--- config.mk ---
export PLATFORM = sky130hd
export DESIGN_NAME = multicycle_sequencer
export DESIGN_NICKNAME = d
export VERILOG_FILES = /design/src/rtl/cpu_pkg.sv /design/src/rtl/multicycle_sequencer.sv
export SDC_FILE = /design/constraint.sdc
export NUM_CORES = 1
export LEC_CHECK = 0
export ABC_AREA = 1
export CELL_PAD_IN_SITES_DETAIL_PLACEMENT = 1
export CELL_PAD_IN_SITES_GLOBAL_PLACEMENT = 2
export CORE_MARGIN = 2
export CORE_UTILIZATION = 29
export DETAILED_ROUTE_END_ITERATION = 10
export PLACE_DENSITY_LB_ADDON = 0.2
export SYNTH_ARGS = -nofsm -noshare
export SYNTH_HDL_FRONTEND = slang
export SYNTH_SLANG_ARGS = --single-unit
--- constraint.sdc ---
create_clock -name clk -period 4.5 [get_ports clk]
set_input_delay 0.9 -clock clk [delete_from_list [all_inputs] [get_ports clk]]
set_output_delay 0.9 -clock clk [all_outputs]
set_load 0.01 [all_outputs]
--- src/rtl/cpu_pkg.sv ---
// Shared definitions for the 32-bit CPU: sequencer state encodings and opcodes.
package cpu_pkg;

    typedef enum logic [2:0] {
        ST_IDLE   = 3'd0,
        ST_FETCH  = 3'd1,
        ST_DECODE = 3'd2,
        ST_EXEC   = 3'd3,
        ST_MEM    = 3'd4,
        ST_WB     = 3'd5,
        ST_TRAP   = 3'd6
    } state_t;

    localparam logic [4:0] OPC_ILLEGAL = 5'b11111;
    localparam logic [4:0] OPC_ADD     = 5'b00000;
    localparam logic [4:0] OPC_SUB     = 5'b00010;
    localparam logic [4:0] OPC_LOAD    = 5'b10110;
    localparam logic [4:0] OPC_STORE   = 5'b10111;
    localparam logic [4:0] OPC_JMP     = 5'b11000;
    localparam logic [4:0] OPC_BEQ     = 5'b11001;

endpackage

--- src/rtl/multicycle_sequencer.sv ---
// Multi-cycle instruction sequencer: walks each instruction through
// FETCH/DECODE/EXEC/MEM/WB, drives datapath enables and handshakes with a
// variable-latency memory. An illegal opcode parks it in TRAP until reset.
module multicycle_sequencer
    import cpu_pkg::*;
#(
    parameter int RETIRE_W = 32
) (
    input  logic                clk,
    input  logic                rst,
    input  logic                run,
    input  logic [4:0]          opcode,
    input  logic                regwrite,
    input  logic                mem_load,
    input  logic                mem_store,
    input  logic                jump,
    input  logic                mem_ready,
    output logic                mem_req,
    output logic                mem_we,
    output logic                addr_sel,
    output logic                ir_write,
    output logic                pc_write,
    output logic                pc_src,
    output logic                alu_en,
    output logic                reg_we,
    output logic                wb_sel,
    output logic [2:0]          state,
    output logic                busy,
    output logic                illegal,
    output logic [RETIRE_W-1:0] retired
);

    state_t              r_state;
    state_t              w_nextState;
    logic                w_endInstr;
    logic                r_regwrite;
    logic                r_load;
    logic                r_store;
    logic                r_jump;
    logic                r_illegal;
    logic [RETIRE_W-1:0] r_retired;

    // State register; async reset returns to IDLE so memory strobes drop at once
    always_ff @(posedge clk or posedge rst) begin
        if (rst) begin
            r_state <= ST_IDLE;
        end else begin
            r_state <= w_nextState;
        end
    end

    // Next-state logic; every retiring path funnels through w_endInstr
    always_comb begin
        w_nextState = r_state;
        w_endInstr  = 1'b0;
        case (r_state)
            ST_IDLE: begin
                if (run) w_nextState = ST_FETCH;
            end
            ST_FETCH: begin
                if (mem_ready) w_nextState = ST_DECODE;
            end
            ST_DECODE: begin
                w_nextState = (opcode == OPC_ILLEGAL) ? ST_TRAP : ST_EXEC;
            end
            ST_EXEC: begin
                if (r_jump)                 w_endInstr  = 1'b1;
                else if (r_load || r_store) w_nextState = ST_MEM;
                else if (r_regwrite)        w_nextState = ST_WB;
                else                        w_endInstr  = 1'b1;
            end
            ST_MEM: begin
                if (mem_ready) begin
                    if (r_load) w_nextState = ST_WB;
                    else        w_endInstr  = 1'b1;
                end
            end
            ST_WB: begin
                w_endInstr = 1'b1;
            end
            ST_TRAP: begin
                w_nextState = ST_TRAP;
            end
            default: begin
                w_nextState = ST_IDLE;
            end
        endcase
        if (w_endInstr) w_nextState = run ? ST_FETCH : ST_IDLE;
    end

    // Output decode: memory/ALU/writeback strobes follow state and latched
    // flags; IR/PC updates also depend on the memory handshake and jump flag
    always_comb begin
        mem_req  = 1'b0;
        mem_we   = 1'b0;
        addr_sel = 1'b0;
        ir_write = 1'b0;
        pc_write = 1'b0;
        pc_src   = 1'b0;
        alu_en   = 1'b0;
        reg_we   = 1'b0;
        wb_sel   = 1'b0;
        case (r_state)
            ST_FETCH: begin
                mem_req  = 1'b1;
                ir_write = mem_ready;
                pc_write = mem_ready;
            end
            ST_EXEC: begin
                alu_en   = 1'b1;
                pc_write = r_jump;
                pc_src   = r_jump;
            end
            ST_MEM: begin
                mem_req  = 1'b1;
                addr_sel = 1'b1;
                mem_we   = r_store & ~r_load;
            end
            ST_WB: begin
                reg_we = 1'b1;
                wb_sel = r_load;
            end
            default: begin
            end
        endcase
    end

    // Decoder flags are captured once in DECODE and steer EXEC/MEM/WB
    always_ff @(posedge clk or posedge rst) begin
        if (rst) begin
            r_regwrite <= 1'b0;
            r_load     <= 1'b0;
            r_store    <= 1'b0;
            r_jump     <= 1'b0;
        end else if (r_state == ST_DECODE && opcode != OPC_ILLEGAL) begin
            r_regwrite <= regwrite;
            r_load     <= mem_load;
            r_store    <= mem_store;
            r_jump     <= jump;
        end
    end

    // Sticky illegal flag and wrapping retired-instruction counter
    always_ff @(posedge clk or posedge rst) begin
        if (rst) begin
            r_illegal <= 1'b0;
            r_retired <= '0;
        end else begin
            if (r_state == ST_DECODE && opcode == OPC_ILLEGAL) r_illegal <= 1'b1;
            if (w_endInstr) r_retired <= r_retired + 1'b1;
        end
    end

    assign state   = r_state;
    assign busy    = (r_state != ST_IDLE) && (r_state != ST_TRAP);
    assign illegal = r_illegal;
    assign retired = r_retired;

endmodule

==> flow_metrics.py <==
metrics = {
    "outcome": {
        "status": "finished clean",
    },
    "sta": {
        "fin_crit_sh_pct": 68.0,
        "worst_pin_slew_ns": 0.804,
        "rsz0062_at_grt": "no",
        "fin_hold_ws_ns": 0.501,
        "max-slew-margin-rel_pct": 46.3,
        "final-setup-viol-count": 0,
        "slew_viol_final": 0,
        "setup-tns-final_ns": 0,
        "hold_viol_final": 0,
        "fmax_mhz": 327,
        "period_needed_ns": 3.06,
        "skew_ns": 0.00954,
        "finalWorstSetupSlack_ns": 1.44,
    },
    "clock_tree": {
        "clkTransAtPathRegs_ns": 0.09,
        "ctsRootBufferMaster": "clkbuf_8",
        "cts_setup_buffers": 0,
        "worstSkewPairLatency_ns": 0.30,
        "clock-sinks": 40,
        "cts_resized": 0,
        "cts_buffer_depth": 2,
        "cts_buffers": 5,
        "htree_levels": 2,
        "hold_buffers": 0,
        "cts_tree": "yes",
    },
    "worst_hold_path": {
        "hold_class": "flip-flop to flip-flop",
    },
    "yosys": {
        "yosysSeqAreaShare_pct": 40.0,
        "synth_seq_cells": 40,
        "synth_edf_count": 0,
        "synth_common_cells": "140 x nand2_1, 56 x nor2_1, 40 x dfrtp_1, 40 x inv_1, 20 x nand3_1",
        "ys_types": 27,
        "synth_area_leader_cell": "dfrtp_1",
        "yosysMostFrequentCell": "nand2_1",
        "synthCells": 358,
        "synth_area_leaders": "dfrtp_1 40%, nand2_1 21%, nor2_1 8.4%",
        "synth_nets": 372,
        "avgSynthCellArea_um2": 6.98,
        "synth_top_flop_cell": "dfrtp_1",
        "yosysWarnings": 0,
        "syn_area_mm2": 0.00250,
        "postSynth.asyncResetShare_pct": 100,
        "synth_top_area_share_pct": 40.0,
    },
    "worst_setup_path": {
        "crit_type": "primary input to output port",
        "critPathSlowestCell": "clkdlybuf4s50_1",
        "endpoint_kind": "output port",
        "crit_path_start_kind": "primary input",
        "crit_path_max_incr_delay_ns": 0.56,
        "cpMostUsedCell": "clkdlybuf4s50_1",
        "crit_arrival_ns": 2.16,
        "worstPathCellList": "clkdlybuf4s50_1 > inv_1 > o21ai_0 > clkdlybuf4s50_1",
        "cp.required_ns": 3.60,
        "cp_max_fo": 4,
    },
    "detailed_routing": {
        "viasPerCell": 4.56,
        "totalWireLength_mm": 6.97,
        "num_vias": 2396,
        "final_antenna_net_count": 0,
        "drc": 0,
        "wl_per_cell_um": 13.3,
        "drtIter0Drc": 56,
        "drtPass1Iterations": 4,
    },
    "flow_run": {
        "cap_violations": 0,
    },
    "floorplanning": {
        "core_mm2": 0.00830,
        "rows": 33,
        "start_util_pct": 30.1,
        "die_y_um": 96.8,
        "die_w_um": 96.8,
        "pin_count": 59,
        "dieArea_mm2": 0.00938,
    },
    "power": {
        "p_per_area_mw_per_mm2": 379,
        "vdd_drop_max_v": 0.000286,
        "p_leak_nw": 1.47,
        "fin_total_pwr_mw": 1.25,
    },
    "cells_and_area": {
        "fill_cells": 1066,
        "drive_above_1_share_pct": 8.08,
        "antenna_cells": 0,
        "finalNonFillerCells": 526,
        "num-nets-final": 434,
        "syn2layout_area_growth_pct": 31.9,
    },
    "place": {
        "dp_slack_ns": 1.43,
        "placed_cells": 518,
        "portBuffers": 58,
        "gp_congestion": 0.845,
        "dp_hpwl_mm": 5.59,
    },
    "global_routing": {
        "grt_pass1_vias": 2562,
        "gr-total-overflow": 0,
        "track_usage_pct": 15.7,
        "antenna_found_initial": 0,
        "grt_first_pass_wirelength_mm": 12.2,
        "grt_max_degree": 38,
    },
}
-- critical path, delay by kind of cell --
| kind | cells | cell delay, ns |
|---|---|---|
| buffers and inverters | 3 | 1.11 |
| AOI/OAI and AO/OA | 1 | 0.15 |
-- path summary, 6_finish.rpt --
check	start	end	slack, ns	cells past startpoint
worst max-delay path	mem_ready	pc_write	1.44	4
worst min-delay path	illegal	illegal	0.50	2
max in group asynchronous	rst	retired[31]	2.66	3
worst min register to register	illegal	illegal	0.50	2
min in group asynchronous	rst	retired[4]	1.05	2
worst max register to register	state[2]	state[0]	2.62	6
-- flip-flops by register name (all words and copies together), names as in the netlist --
| name | flops |
|---|---|
| r_regwrite | 1 |
| state | 3 |
| r_jump | 1 |
| r_load | 1 |
| illegal | 1 |
| r_store | 1 |
| retired | 32 |
-- layout by cell type, fill, tap and decap left out --
master	n
clkdlybuf4s50_1	58
nand4_1	4
nand2_4	1
buf_4	1
xor2_1	3
xnor2_1	4
o21ai_0	4
nand2_1	140
clkinv_4	2
o21ai_1	2
xnor2_2	9
a211oi_1	1
ha_1	1
inv_1	40
nor3_1	4
nand3_1	20
dfrtp_1	40
nor4_1	1
inv_2	3
clkbuf_8	5
nand2_2	10
nor2_1	56
nor2_4	1
o21a_1	1
bufinv_16	1
a21oi_1	6
nand3b_1	2
nor3_4	1
-- metal layers --
| layer | GRT usage [%] | share of wire (%) | vias up | wire, um |
|---|---|---|---|---|
| met1 | 21.7 | 49 | 1143 | 3440 |
| met4 | 3.58 | 1.1 | 0 | 76 |
| met2 | 26.0 | 48 | 30 | 3310 |
| li1 | - | - | 1217 | - |
| met5 | 0 | 0 | - | 0 |
| met3 | 2.46 | 2.1 | 6 | 146 |
-- power breakdown --
part	internal, mW	switching (mW)
Combinational	0.202	0.271
Clock	0.167	0.141
Sequential	0.411	0.0553
-- logic make-up (layout without fill, tap and decap cells) --
logic type               count (synthesis)  in the layout  share of synthesized area (%)
AND/OR/NAND/NOR                        240            240                           40.1
buffers and inverters                   47            110                           8.01
flip-flops                              40             40                           40.0
XOR/XNOR                                16             16                           8.31
AO/OA/AOI/OAI                           14             14                           3.00
adder cells (fa/ha/maj)                  1              1                          0.500
-- metrics by stage --
stage	area [um2]	utilization [%]
detailed placement	3180	38.3
CTS	3300	39.7
global route	3300	39.7
floorplan	2500	-
global placement	3180	38.3
finish	3300	39.7
-- layout make-up --
class                      count  area [um2]  area share (%)
timing repair buffer          59         588            17.8
sequential                    40        1000            30.4
inverter                      43         161            4.90
multi-input combinational    271        1300            39.4
clock buffer                   5        68.8            2.09
clock inverter                 3        47.5            1.44
tap                          105         131            3.98
Power figures use the tool's default switching activity.
